$ cat config.mk
export PLATFORM = sky130hd
export DESIGN_NAME = shift_ring_ctrl
export DESIGN_NICKNAME = d
export VERILOG_FILES = /design/src/rtl/shift_ring_ctrl.sv
export SDC_FILE = /design/constraint.sdc
export NUM_CORES = 1
export LEC_CHECK = 0
export CAP_MARGIN = 0
export CORE_MARGIN = 1.5
export CORE_UTILIZATION = 40
export DETAILED_ROUTE_END_ITERATION = 16
export PLACE_DENSITY = 0.68
export SETUP_SLACK_MARGIN = 0.1
export SLEW_MARGIN = 15
export SYNTH_ARGS = -nofsm -noshare
export SYNTH_HDL_FRONTEND = slang
export SYNTH_SLANG_ARGS = --single-unit
$ cat constraint.sdc
create_clock -name clock -period 2.3 [get_ports clock]
set_input_delay 0.69 -clock clock [delete_from_list [all_inputs] [get_ports clock]]
set_output_delay 0.69 -clock clock [all_outputs]
set_load 0.005 [all_outputs]
$ cat src/rtl/shift_ring_ctrl.sv
// Command-driven rotating shift ring: load a word, rotate it a counted number of cycles, hand back the result.
// Optional macro SHIFT_RING_BIDIR_EN adds the cmd_dir port and a latched rotate direction.
module shift_ring_ctrl #(
    parameter int STAGES = 4,
    parameter int DATA_W = 1,
    parameter int CNT_W  = 8
) (
    input  logic                     clock,
    input  logic                     rst_n,
    input  logic                     cmd_valid,
    output logic                     cmd_ready,
    input  logic [STAGES*DATA_W-1:0] cmd_data,
    input  logic [CNT_W-1:0]         cmd_count,
`ifdef SHIFT_RING_BIDIR_EN
    input  logic                     cmd_dir,
`endif
    output logic                     busy,
    output logic                     res_valid,
    input  logic                     res_ready,
    output logic [STAGES*DATA_W-1:0] res_data
);

    localparam int RW = STAGES * DATA_W;

    typedef enum logic [1:0] {
        S_IDLE  = 2'd0,
        S_SHIFT = 2'd1,
        S_DONE  = 2'd2
    } state_e;

    state_e           state_q, state_d;
    logic [RW-1:0]    ring_q,  ring_d;
    logic [CNT_W-1:0] cnt_q,   cnt_d;
    logic [RW-1:0]    rot_up;

`ifdef SHIFT_RING_BIDIR_EN
    logic             dir_q, dir_d;
    logic [RW-1:0]    rot_down;
    // Down: stage[N-1] takes stage[0], every other stage takes its upper neighbour.
    assign rot_down = {ring_q[DATA_W-1:0], ring_q[RW-1:DATA_W]};
`endif

    // Up: stage[0] takes stage[N-1], every other stage takes its lower neighbour.
    assign rot_up = {ring_q[RW-DATA_W-1:0], ring_q[RW-1 -: DATA_W]};

    always_comb begin
        // NOTE: every always_comb target gets a default first so no path can infer a latch.
        state_d = state_q;
        ring_d  = ring_q;
        cnt_d   = cnt_q;
`ifdef SHIFT_RING_BIDIR_EN
        dir_d   = dir_q;
`endif
        case (state_q)
            S_IDLE: begin
                if (cmd_valid) begin
                    ring_d  = cmd_data;
                    cnt_d   = cmd_count;
`ifdef SHIFT_RING_BIDIR_EN
                    dir_d   = cmd_dir;
`endif
                    state_d = (cmd_count == '0) ? S_DONE : S_SHIFT;
                end
            end
            S_SHIFT: begin
`ifdef SHIFT_RING_BIDIR_EN
                ring_d = dir_q ? rot_down : rot_up;
`else
                ring_d = rot_up;
`endif
                cnt_d  = cnt_q - CNT_W'(1);
                if (cnt_q == CNT_W'(1)) state_d = S_DONE;
            end
            S_DONE: begin
                if (res_ready) state_d = S_IDLE;
            end
            default: state_d = S_IDLE;
        endcase
    end

    // NOTE: sequential state uses non-blocking assignments so all flops update from pre-edge values.
    always_ff @(posedge clock or negedge rst_n) begin
        if (!rst_n) begin
            state_q <= S_IDLE;
            ring_q  <= '0;
            cnt_q   <= '0;
`ifdef SHIFT_RING_BIDIR_EN
            dir_q   <= 1'b0;
`endif
        end else begin
            state_q <= state_d;
            ring_q  <= ring_d;
            cnt_q   <= cnt_d;
`ifdef SHIFT_RING_BIDIR_EN
            dir_q   <= dir_d;
`endif
        end
    end

    assign cmd_ready = (state_q == S_IDLE);
    assign busy      = (state_q == S_SHIFT);
    assign res_valid = (state_q == S_DONE);
    assign res_data  = ring_q;

endmodule
# Word level (Yosys, flattened, before mapping)

Cells that the tools add are included.

Bits in registers: 14
Word-level logic and storage cells: 24

$add $sub $neg: 1
Eq/ne operators: 6
Muxes and demuxes: 9
Reduce and logical (&&, ||, !) cells: 5

Operator list:

| operator            | number |
|---|---|
| $pmux 8 s2          | 1 |
| $eq 8x1->1 const B  | 1 |
| $logic_not 8->1     | 1 |
| $mux 2              | 4 |
| $mux 8              | 1 |
| $pmux 4 s2          | 1 |
| $sub 8x1->8 const B | 1 |
| $pmux 2 s3          | 1 |
| $mux 4              | 1 |
| $ne 2x1->1 const B  | 2 |
| $reduce_and 3->1    | 1 |
| $eq 2x1->1 const B  | 1 |
| $eq 2x2->1 const B  | 1 |
| $logic_not 2->1     | 1 |
| $ne 2x2->1 const B  | 1 |
| $reduce_and 2->1    | 1 |
| $reduce_bool 2->1   | 1 |

# Longest topological paths before layout

Gate-level depths: netlist of run 1.

Depth in word-level cells: 4
Depth in mapped cells: 6
Depth with buffers taken out: 6

# Worst setup path before layout of run 1

Ideal clock, no wire load.

Path kind: register to register
Start point: register cnt_q[4]
End point: register cnt_q[7]
Library setup time: 69 ps
Arrival: 1,673 ps
Data required time: 2,231 ps
Slack: 558 ps
Stages on the path, launching flop included: 5
Period minus slack after synthesis: 1,742 ps
Path through: dfrtp_1 -> or4_4 -> or4_4 -> o32a_1 -> nand3_1

Word-level cells in the longest chain between the ends: 2

Ends and longest elaborated chain:

| element                | line | source |
|---|---|---|
| start, declared        | 33   | `logic [CNT_W-1:0] cnt_q, cnt_d;` |
| start signal, assigned | 93   | `cnt_q <= cnt_d;` |
| $sub 8x1->8            | 71   | `cnt_d = cnt_q - CNT_W'(1);` |
| $pmux 8 s2             | 54   | `case (state_q)` |

No other way between the ends.
A chain may end at the register's enable or synchronous reset.

# Worst setup path in the final report of run 1

Start point: register state_q[0]
End point: output port cmd_ready

Word-level cells in the longest chain between the ends: 1

Ends and longest elaborated chain:

| element                | line | source |
|---|---|---|
| start, declared        | 31   | `state_e state_q, state_d;` |
| start signal, assigned | 91   | `state_q <= state_d;` |
| $logic_not 2->1        | 100  | `assign cmd_ready = (state_q == S_IDLE);` |
| end, declared          | 11   | `output logic cmd_ready,` |

No other way between the ends.

==> flow_summary_export.csv, run 1 <==
group,metric,value,unit
power_and_ir_drop,powerDensity,1020,mW/mm²
setup_path,arrival,1430,ps
clock_network,cts_made_buffers,3,
timing,slew_viol_final,0,
routing,vias,938,
global_routing,grt_pass1_wl,4080,µm
global_routing,grt_pass1_vias,850,
routing,finalWirelength,2460,µm
power_and_ir_drop,leakagePower,0.499,nW
place,place_area,0.00112,mm²
synth,synth_area,856,µm²
setup_path,cpPeakStageDelay,520,ps
setup_path,r2r_start,"cnt_q[4]",
run_status,status,"complete, no violations",
clock_network,clockBufferDepth,2,
die,die_h,49.3,µm
routing,wire_per_inst,15.9,µm
routing,vias_per_cell,6.05,
global_routing,antenna_found_initial,0,
die,core_area,0.00198,mm²
timing,whs,581,ps
place,port_buffers,22,
timing,period_share,0.921,
setup_path,critPathLaunchType,"flop",
setup_path,worst_setup_path_end_kind,"output pin",
routing,drc,0,
timing,hold_viol_final,0,
synth,syn_nets,116,
power_and_ir_drop,peakVddDrop,619,µV
synth,postSynthAreaPerCell,8.73,µm²
clock_network,root_buffer,"clkbuf_4",
die,die_x,49.3,µm
die,num_io_pins,23,
timing,maxSlewHeadroom,0.551,
run,max_cap_violations,0,
synth,ys_seq_elements,14,
clock_network,cts_sinks,14,
place,hpwl,1760,µm
clock_network,path_clk_slew,90,ps
synth,yosysWarnings,0,
timing,worst_pin_slew,671,ps
worst_hold_path,hold_path.class,"flop to flop",
layout,fill_cells,176,
global_routing,grt_max_degree,15,
timing,fmaxAchievable,0.472,GHz
setup_path,slowest_stage,"clkdlybuf4s50_1",
clock_network,clock_latency,280,ps
clock_network,htree_levels,1,
layout,drive_gt1_frac,0.164,
routing,drt_pass1_iterations,4,
setup_path,required,1610,ps
layout,design_area,0.00120,mm²
setup_path,reg2reg_depth,4,
timing,fin_ws,181,ps
layout,finalNetCount,147,
setup_path,crit_chain,"nor2_2, clkdlybuf4s50_1",
synth,synth_top_area_share,0.409,
synth,yosysTopAreaCell,"dfrtp_1",
timing,rsz0062_at_grt,"no",
layout,final_util,0.607,
die,num_rows,16,
place,pre_cts_ws,108,ps
setup_path,cp-startpoint,"state_q[0]",
synth,yosysSeqAreaShare,0.409,
timing,finalSetupTns,0,ps
place,place.gp.congestion,0.819,
synth,ys_types,27,
global_routing,overflow,0,
setup_path,cp-endpoint,"cmd_ready",
setup_path,regToRegEndpoint,"cnt_q[7]",
routing,ant_nets,0,
layout,diodes,0,
timing,finalSetupViolCount,0,
synth,synth_area_leaders,"dfrtp_1, o22ai_1, a21oi_1",
setup_path,reg2reg_slack,460,ps
routing,drt-initial-drc-count,19,
timing,fin_crit,2120,ps
clock_network,cts_tree,"built",
timing,clock_skew,0.866,ps
setup_path,critPathMaxFanout,5,
die,start_util,0.432,
setup_path,critPathKind,"flop to output pin",
die,die_area,0.00243,mm²
clock_network,ctsHoldBuffers,0,
layout,syn_to_final_growth,40.6,%
synth,syn_inst,98,
global_routing,grt_use_total,0.227,
cells in the final DEF, fill, tap and decap left out, types with 2 or more instances in the layout:
master	Yosys	final
a211oi_1	3	3
a21oi_1	11	11
a31o_2	2	2
buf_4	0	9
clkbuf_4	0	3
clkdlybuf4s50_1	0	20
dfrtp_1	14	12
dfrtp_2	0	2
dlymetal6s2s_1	0	2
ha_1	2	2
inv_1	6	5
nand2_1	4	4
nand2b_1	2	2
nand3_1	2	2
nor2_1	9	8
nor2b_1	3	3
nor4_1	3	3
o21ai_0	5	5
o22a_1	3	3
o22ai_1	11	11
or4_1	2	2
or4_4	2	2
cells by family (layout without fill, tap and decap cells):
logic type | after synthesis | count (layout) | share of synthesized area
AOI/OAI and AO/OA | 41 | 41 | 0.314
DFF | 14 | 14 | 0.409
muxes | 1 | 1 | 0.0117
adders and majority gates | 2 | 2 | 0.0292
and+or+nand+nor | 28 | 28 | 0.181
buffers and inverters | 12 | 42 | 0.0541
cell usage after synthesis:
cell,n
a211oi_1,3
a21oi_1,11
a221o_1,1
a221oi_1,1
a22o_1,1
a31o_2,2
a32oi_1,1
buf_2,1
clkbuf_1,5
dfrtp_1,14
ha_1,2
inv_1,6
mux2i_1,1
nand2_1,4
nand2b_1,2
nand3_1,2
nor2_1,9
nor2b_1,3
nor4_1,3
nor4b_1,1
o21ai_0,5
o22a_1,3
o22ai_1,11
o31ai_1,1
o32a_1,1
or4_1,2
or4_4,2
worst min path at each step:
stage | from | end | slack (ps) | cells after the start
2_1_floorplan | rst_n | cnt_q[0] | 390 | 0
3_3_place_gp | cnt_q[5] | cnt_q[5] | 550 | 1
3_5_place_dp | cnt_q[3] | cnt_q[3] | 570 | 1
4_1_cts | cnt_q[3] | cnt_q[3] | 580 | 1
5_1_grt | cnt_q[5] | cnt_q[5] | 620 | 1
6_report | cnt_q[3] | cnt_q[3] | 580 | 1
power by group:
group	switching (mW)	internal, mW	total, mW
registers	0.152	0.355	0.507
clock network	0.0840	0.0963	0.180
logic	0.249	0.293	0.542
total	0.485	0.744	1.23
metrics by stage:
step           cells  power, mW
3_5_place_dp     146       1.03
6_report         155       1.23
4_1_cts          153       1.22
2_1_floorplan     98      0.799
3_3_place_gp     146       1.01
5_1_grt          155       1.34
state kept, by name, indices dropped and copies added, names as in the netlist:
name / count
res_data: 4
cnt_q: 8
state_q: 2
timing repair:
item                       CTS  global route
gates cloned                 0             0
setup endpoints to repair    3             3
resized for setup            3             3
buffers inserted             3             2
cell type report:
cell class,instances,area [µm²],share of cell area
Tap cell,27,33.8,0.0281
Multi-Input combinational cell,72,462,0.384
Timing Repair Buffer,32,297,0.246
Sequential cell,14,353,0.293
Inverter,6,22.5,0.0187
Clock buffer,4,36.3,0.0301
critical path: cells and delay by family (launching register included):
kind / cells / cell delay [ps]
buffers and inverters: 1 / 520
flip-flops: 1 / 450
AND/OR/NAND/NOR: 1 / 180
per-layer routing:
metal  track usage  wire length (µm)
met5             0                 0
met4        0.0905                23
met1         0.321              1160
met3        0.0429               161
met2         0.338              1110
Note: power is estimated with default switching activity, not from simulation.
==> run 2: changes to the inputs <==
GPL_TIMING_DRIVEN = 0   (was unset)
SLEW_MARGIN = unset   (was 15)
==> run 2 against run 1 <==
Cell count is 2.6% lower; cell area shrank 2.5%; clock-buffer cell count did not move; worst hold slack improved by 5.3 ps; core utilization is 1.5 points lower; first-iteration DRC count grew 79%; total power is 0.44% lower; sequential share of layout area is 0.64 points higher; flip-flop and latch count is the same; via count is 5.4% lower; critical endpoint unchanged; maximum frequency is 3.7% lower.
==> flow_summary_export.csv, run 2 (synthesized netlist as in run 1, its figures left out) <==
group,metric,value,unit
setup_path,cpPeakStageDelay,500,ps
clock_network,htree_levels,1,
routing,wire_per_inst,15.1,µm
die,start_util,0.432,
timing,maxSlewHeadroom,0.578,
clock_network,cts_sinks,14,
layout,drive_gt1_frac,0.129,
setup_path,arrival,1510,ps
layout,final_cell_mix,"clkdlybuf4s50_1, dfrtp_1, o22ai_1, a21oi_1, nor2_1",
setup_path,crit_buf_inv,2,
routing,vias_per_cell,5.87,
clock_network,cts_made_buffers,3,
setup_path,critPathMaxFanout,4,
routing,ant_nets,0,
worst_hold_path,min_delay_path_depth,1,
timing,hold_viol_final,0,
die,die_area,0.00243,mm²
layout,design_area,0.00117,mm²
timing,rsz0062_at_grt,"yes",
run,max_cap_violations,0,
clock_network,path_clk_slew,90,ps
place,place_area,0.00110,mm²
routing,wl_met1,1080,µm
setup_path,critPathLaunchType,"flop",
worst_hold_path,min_to,"cnt_q[3]",
place,port_buffers,21,
setup_path,cp_top_family,"buffers and inverters",
setup_path,worst_setup_path_end_kind,"output pin",
timing,finalSetupViolCount,0,
power_and_ir_drop,leakagePower,0.479,nW
routing,topRoutingLayerUsed,"met4",
die,num_rows,16,
routing,drc,0,
timing,clock_skew,2.04,ps
timing,worst_pin_slew,631,ps
layout,syn_to_final_growth,37.1,%
timing,fmaxAchievable,0.454,GHz
run_status,status,"complete, no violations",
layout,diodes,0,
clock_network,clockBufferDepth,2,
routing,finalWirelength,2280,µm
layout,layout_commonest_cell,"clkdlybuf4s50_1",
setup_path,required,1610,ps
place,place.gp.congestion,0.813,
setup_path,crit_chain,"buf_4, nor2_4, clkdlybuf4s50_1",
global_routing,grt_pass1_vias,773,
global_routing,grt_pass1_wl,3680,µm
timing,period_share,0.957,
power_and_ir_drop,peakVddDrop,564,µV
die,die_x,49.3,µm
place,hpwl,1660,µm
worst_hold_path,min_from,"cnt_q[3]",
setup_path,reg2reg_slack,460,ps
global_routing,overflow,0,
timing,slew_viol_final,0,
setup_path,r2r_start,"cnt_q[4]",
clock_network,root_buffer,"clkbuf_4",
setup_path,slowest_stage,"clkdlybuf4s50_1",
layout,final_util,0.592,
routing,wl_met2,998,µm
layout,finalNetCount,143,
clock_network,clock_latency,290,ps
layout,regMostFlops,"cnt_q",
die,die_h,49.3,µm
layout,largest_register_ffs,8,
timing,finalSetupTns,0,ps
setup_path,critPathKind,"flop to output pin",
routing,dr_wl_met3,160,µm
power_and_ir_drop,powerDensity,1040,mW/mm²
timing,fin_crit,2200,ps
clock_network,cts_tree,"built",
routing,vias,887,
setup_path,regToRegEndpoint,"cnt_q[7]",
global_routing,antenna_found_initial,0,
die,core_area,0.00198,mm²
routing,drt-initial-drc-count,34,
worst_hold_path,hold_path.class,"flop to flop",
global_routing,grt_use_total,0.200,
routing,drt_pass1_iterations,4,
global_routing,grt_max_degree,15,
setup_path,reg2reg_depth,4,
die,num_io_pins,23,
## run 2: changes by cell type in the layout (fill, tap and decap cells not counted), sizes merged
cell / previous run / this run
dlymetal6s2s: 2 / 1
buf: 10 / 3
clkbuf: 4 / 8
clkdlybuf4s50: 20 / 19
dlygate4sd2: 0 / 1
## run 2: layout make-up
class | instances | area [µm²]
flip-flops and latches | 14 | 352
clock buffers | 4 | 36.3
fillers | 178 | 808
inverters | 6 | 22.5
multi-input cells | 72 | 467
plain buffers | 6 | 43.8
repair buffers | 22 | 219
well taps | 27 | 33.8
## run 2: power by group
group / switching [mW] / internal (mW) / leakage [nW]
combinational: 0.245 / 0.292 / 0.302
sequential: 0.147 / 0.355 / 0.156
clock: 0.0888 / 0.0967 / 0.0210
total: 0.480 / 0.743 / 0.479
## run 2: worst max path at each step
stage / depth (start not counted) / start / slack [ps] / endpoint
finish: 3 / state_q[0] / 100 / cmd_ready
global route: 3 / state_q[0] / 50 / cmd_ready
CTS: 3 / state_q[1] / 50 / cmd_ready
detailed placement: 5 / cmd_count[2] / 130 / state_q[1]
global placement: 5 / cmd_count[6] / 130 / state_q[1]
floorplan: 4 / cnt_q[4] / 560 / cnt_q[7]
## run 2: metrics by stage
| stage | hold WS [ps] | instances | total power [mW] | worst slack [ps] |
|---|---|---|---|---|
| CTS | 583 | 151 | 1.22 | 54.9 |
| finish | 587 | 151 | 1.22 | 99.3 |
| global route | 613 | 151 | 1.31 | 47.1 |
| floorplan | 394 | 98 | 0.799 | 558 |
| global placement | 554 | 146 | 0.989 | 133 |
| detailed placement | 561 | 146 | 1.01 | 127 |
## run 2: repair_timing
item,4_1_cts,5_1_grt
hold buffers,0,0
resized for setup,12,4
buffers inserted,1,0
setup endpoints to repair,3,2
## run 2: metal layers
layer,track usage,vias to the layer above
li1,-,427
met1,0.290,424
met2,0.297,31
met3,0.0368,5
met4,0.0714,0
met5,0,-
==> run 3: changes to the inputs <==
CTS_CLUSTER_SIZE = 25   (was unset)
==> results of run 3 <==
No change in the layout: final DEF, timing and power equal those of run 2.
